<file path="src/rtl/core_pkg.sv">
// core_pkg: shared fetch-unit types and constants
package core_pkg;
  localparam int XLEN = 32;
  localparam logic [XLEN-1:0] NOP_INSTR = 32'h00000013;
  typedef enum logic [1:0] {IDLE, REQ, WAIT, HOLD} fetch_state_t;
endpackage

</file>
<file path="src/rtl/fetch_unit.sv">
// fetch_unit: PC-driven instruction fetch over a single-outstanding req/gnt/rvalid port
// clk, rst              clock, asynchronous active-low reset
// pc_address, flush     current PC and redirect strobe; pc_stall holds the PC
// mem_req/addr/gnt      request channel; mem_rvalid/rdata in-order response
// instr_out/pc/valid    registered instruction to decode, accepted by instr_ready
// fetch_misalign        PC not word aligned; fetch parked until the next flush
module fetch_unit
  import core_pkg::*;
(
  input  logic            clk,
  input  logic            rst,
  input  logic [XLEN-1:0] pc_address,
  input  logic            flush,
  output logic            pc_stall,
  output logic            mem_req,
  output logic [XLEN-1:0] mem_addr,
  input  logic            mem_gnt,
  input  logic            mem_rvalid,
  input  logic [XLEN-1:0] mem_rdata,
  output logic [XLEN-1:0] instr_out,
  output logic [XLEN-1:0] instr_pc,
  output logic            instr_valid,
  input  logic            instr_ready,
  output logic            fetch_misalign
);
  fetch_state_t    state;
  logic            load, discard, misaligned;
  logic [XLEN-1:0] addr_q;
  // The first REQ cycle presents the live PC: it moved on the edge that entered REQ
  // and is stalled from then on, so addr_q keeps it stable across a late flush.
  assign misaligned = load && (pc_address[1:0] != 2'b00);
  assign mem_addr = load ? {pc_address[XLEN-1:2], 2'b00} : addr_q;
  assign mem_req = (state == REQ) && !misaligned;
  assign instr_valid = state == HOLD;
  assign pc_stall = !((state == HOLD) && instr_ready && !flush);
  always_ff @(posedge clk or negedge rst) begin
    if (!rst) begin
      state <= IDLE;
      load <= 1'b0;
      discard <= 1'b0;
      addr_q <= '0;
      instr_out <= NOP_INSTR;
      instr_pc <= '0;
      fetch_misalign <= 1'b0;
    end else begin
      load <= 1'b0;
      case (state)
        IDLE: if (!fetch_misalign || flush) begin
          state <= REQ;
          load <= 1'b1;
          fetch_misalign <= 1'b0;
        end
        REQ: begin
          addr_q <= mem_addr;
          if (misaligned) begin
            state <= flush ? REQ : IDLE;
            load <= flush;
            fetch_misalign <= !flush;
          end else begin
            if (flush) discard <= 1'b1;
            if (mem_gnt) state <= WAIT;
          end
        end
        WAIT: if (mem_rvalid) begin
          if (discard || flush) begin
            state <= REQ;
            load <= 1'b1;
            discard <= 1'b0;
          end else begin
            state <= HOLD;
            instr_out <= mem_rdata;
            instr_pc <= addr_q;
          end
        end else if (flush) discard <= 1'b1;
        HOLD: if (flush || instr_ready) begin
          state <= REQ;
          load <= 1'b1;
        end
        default: state <= IDLE;
      endcase
    end
  end
endmodule

</file>
<file path="config.mk">
export PLATFORM = sky130hd
export DESIGN_NAME = fetch_unit
export DESIGN_NICKNAME = d
export VERILOG_FILES = /design/src/rtl/core_pkg.sv /design/src/rtl/fetch_unit.sv
export SDC_FILE = /design/constraint.sdc
export NUM_CORES = 1
export LEC_CHECK = 0
export ABC_CLOCK_PERIOD_IN_PS = 2630
export BUFFER_PORTS_ARGS = -buffer_cell sky130_fd_sc_hd__buf_2
export CELL_PAD_IN_SITES_DETAIL_PLACEMENT = 0
export CELL_PAD_IN_SITES_GLOBAL_PLACEMENT = 1
export CORE_ASPECT_RATIO = 1.25
export CORE_MARGIN = 8
export CORE_UTILIZATION = 40
export CTS_BUF_LIST = sky130_fd_sc_hd__clkbuf_8
export DETAILED_ROUTE_END_ITERATION = 10
export PLACE_DENSITY = 0.85
export SKIP_LAST_GASP = 1
export SYNTH_ARGS = -nofsm -noshare
export SYNTH_HDL_FRONTEND = slang
export SYNTH_SLANG_ARGS = --single-unit
</file>
<file path="constraint.sdc">
create_clock -name clk -period 2.63 [get_ports clk]
set_clock_uncertainty 0.15 [all_clocks]
set_input_delay 0.789 -clock clk [delete_from_list [all_inputs] [get_ports clk]]
set_output_delay 0.789 -clock clk [all_outputs]
set_load 0.01 [all_outputs]
</file>
==> run_results.csv <==
group,metric,value,unit
drt,via_per_inst,4.86,
clock_tree,clockBufferDepth,2,
logic_synthesis,syn-num-nets,356,
placed_design,portBuffers,169,
sta,setup-violations-final,0,
hold_path,hold_class,"input port to asynchronous set/reset pin",
power_and_ir_drop,swShare,0.351,
final_layout,final_area,0.00549,mm²
power_and_ir_drop,power_frac_comb,0.432,
clock_tree,cts_max_level,3,
setup_path,critical-path-slowest-cell,"dfrtp_1",
logic_synthesis,synth_area,0.00432,mm²
global_routing,overflow,0,
drt,detail-route-antenna-nets,0,
power_and_ir_drop,power.leakage,2.90,nW
sta,rsz0062_at_grt,"false",
clock_tree,clockRootBuffer,"clkbuf_8",
logic_synthesis,yosysSeqAreaShare,0.586,
logic_synthesis,avgSynthCellArea,15.4,µm²
final_layout,drive_gt1_frac,0.691,
sta,maxSlewHeadroom,0.625,
clock_tree,postCtsSetupBuffers,0,
setup_path,path_cells,"buf_4 -> mux2_2 -> buf_2",
final_layout,area_growth,27.1,%
clock_tree,ctsHoldBuffers,0,
floorplanning,coreArea,0.0106,mm²
sta,hold_viol,0,
logic_synthesis,synth_warnings,0,
placed_design,post_dp_cell_area,0.00532,mm²
sta,fin_crit_sh,0.934,
floorplanning,die-area,0.0144,mm²
drt,vias,2877,
global_routing,grt_pass1_wl,16700,µm
global_routing,grt_use_total,0.148,
logic_synthesis,synth_top_area_frac,0.568,
final_layout,fin_nets,530,
final_layout,antennaDiodeCount,0,
clock_tree,cts_tree,"built",
sta,worst_pin_slew,0.563,ns
power_and_ir_drop,ir_worst_vdd,458,µV
logic_synthesis,synth_cell_types,24,
logic_synthesis,synthTopCellsByArea,"dfrtp_1, mux2_2, dfstp_2",
setup_path,cp.required,1.69,ns
setup_path,critPathMaxStageDelay,0.38,ns
floorplanning,die_height,132,µm
sta,period_minus_slack,2.46,ns
floorplanning,ioPinCount,170,
final_layout,nFillCells,961,
power_and_ir_drop,p_seq_frac,0.421,
clock_tree,insertion_delay,0.36,ns
setup_path,critPathArrivalTime,1.52,ns
drt,first_iter_violations,98,
clock_tree,clk_pin_slew,0.10,ns
power_and_ir_drop,p_per_area,1110,mW/mm²
setup_path,worstSetupPathType,"flip-flop to output pin",
sta,hold_ws,0.287,ns
drt,first_pass_iters,4,
sta,finalMaxSlewViolations,0,
setup_path,cp-end-kind,"output pin",
drt,drc_errors,0,
floorplanning,initial_core_util,0.409,
power_and_ir_drop,internal-power,3.96,mW
logic_synthesis,yosysTopAreaCell,"dfrtp_1",
logic_synthesis,ys_ff_latch,101,
drt,avgRoutedWirePerCell,17.3,µm
flow_run,maxCapViolations,0,
power_and_ir_drop,p_sw,2.14,mW
setup_path,critPathLaunchType,"flip-flop",
drt,routed_wl,10200,µm
clock_tree,numCtsBuffers,9,
global_routing,grt_start_max_net_pins,102,
floorplanning,die_x,109,µm
power_and_ir_drop,p_clk_frac,0.146,
sta,tns,0,ns
sta,fmax,407,MHz
clock_tree,cts.sinks,101,
clock_tree,postCtsResizedCells,0,
run_status,status,"completed",
setup_path,cp_max_fo,14,
final_layout,fin_util,0.520,
global_routing,grt_pass1_vias,3148,
logic_synthesis,netlist_instances,281,
placed_design,hpwl,7600,µm
placed_design,place.gp.congestion,0.765,
floorplanning,rows,42,
global_routing,antenna_found_initial,0,
[layer usage]
layer,share of wire,GRT usage
met5,0,0
met4,0.020,0.0702
met3,0.072,0.0318
met2,0.53,0.261
met1,0.38,0.161
[layout make-up]
| cell class | instances | area [µm²] | area share |
|---|---|---|---|
| flip-flops and latches | 101 | 2530 | 0.461 |
| multi-input cells | 162 | 1670 | 0.304 |
| repair buffers | 177 | 933 | 0.170 |
| well taps | 132 | 165 | 0.0301 |
| clock buffers | 9 | 124 | 0.0226 |
| clock inverters | 7 | 51.3 | 0.00934 |
| inverters | 4 | 15.0 | 0.00273 |
[cells by family after synthesis]
logic type	count (synthesis)	synth area share
buffers and inverters	18	0.0275
adders and majority gates	5	0.0145
muxes	126	0.328
AOI/OAI and AO/OA	13	0.0206
and+or+nand+nor	18	0.0235
DFF	101	0.586
[path summary, 6_finish.rpt]
check                                               from                         to  slack (ns)  cells after the start
worst max-delay path                      load$_DFF_PN0_               mem_addr[29]        0.17                      3
worst min-delay path                                 rst  instr_out[12]$_DFFE_PN0P_        0.29                      2
worst max register to register      state[0]$_DFFE_PN0P_    instr_pc[1]$_DFFE_PN0P_        0.48                      6
worst min register to register  instr_pc[13]$_DFFE_PN0P_   instr_pc[13]$_DFFE_PN0P_        0.34                      1
max in group asynchronous                            rst   instr_out[0]$_DFFE_PN1P_        1.58                      2
min in group clk                instr_pc[13]$_DFFE_PN0P_   instr_pc[13]$_DFFE_PN0P_        0.34                      1
[layout by cell type (no fill, tap or decap), types with 2 or more instances in the layout]
master,instances
o22a_1,2
nand2_1,6
nor2_1,3
inv_1,4
mux2_2,120
and2_1,2
buf_12,2
dfstp_2,3
o21ai_0,5
nand2b_1,3
buf_2,168
buf_4,7
ha_1,5
a21boi_0,2
clkbuf_8,9
mux2_1,5
clkinvlp_4,5
dfrtp_1,98
nor2b_1,2
[synth_stat cells, drive strengths merged]
library cell  count
dfstp             3
nor3              1
ha                5
nand2b            3
nand3b            1
dfrtp            98
buf              11
and2              2
o221a             1
a21boi            2
nor2b             2
mux2            125
o22a              2
mux2i             1
inv               4
a22oi             1
o31ai             1
clkbuf            3
o21ai             5
nor2              3
a21oi             1
nand2             6
[flip-flops by register name (all words and copies together) (netlist names)]
register,cells
discard,1
fetch_misalign,1
state,2
instr_out,32
addr_q,32
load,1
instr_pc,32
[metrics by stage]
| step | power (mW) | cells | setup WS, ns |
|---|---|---|---|
| floorplan | 4.19 | 281 | 0.435 |
| global placement | 5.21 | 576 | 0.324 |
| detailed placement | 5.31 | 576 | 0.324 |
| CTS | 6.23 | 592 | 0.118 |
| global route | 6.53 | 592 | 0.0737 |
| finish | 6.10 | 592 | 0.173 |
[critical path, delay by kind of cell (launching register included)]
family / cells / cell delay, ns
buffers and inverters: 2 / 0.41
muxes: 1 / 0.37
DFF: 1 / 0.38
[power by group through the flow]
stage | clock, mW | combinational [mW] | sequential, mW
detailed placement | 0 | 2.70 | 2.61
finish | 0.891 | 2.64 | 2.57
global placement | 0 | 2.65 | 2.56
CTS | 0.942 | 2.71 | 2.58
global route | 0.992 | 2.86 | 2.68
floorplan | 0 | 1.46 | 2.72
(Power assumes the default switching activity.)
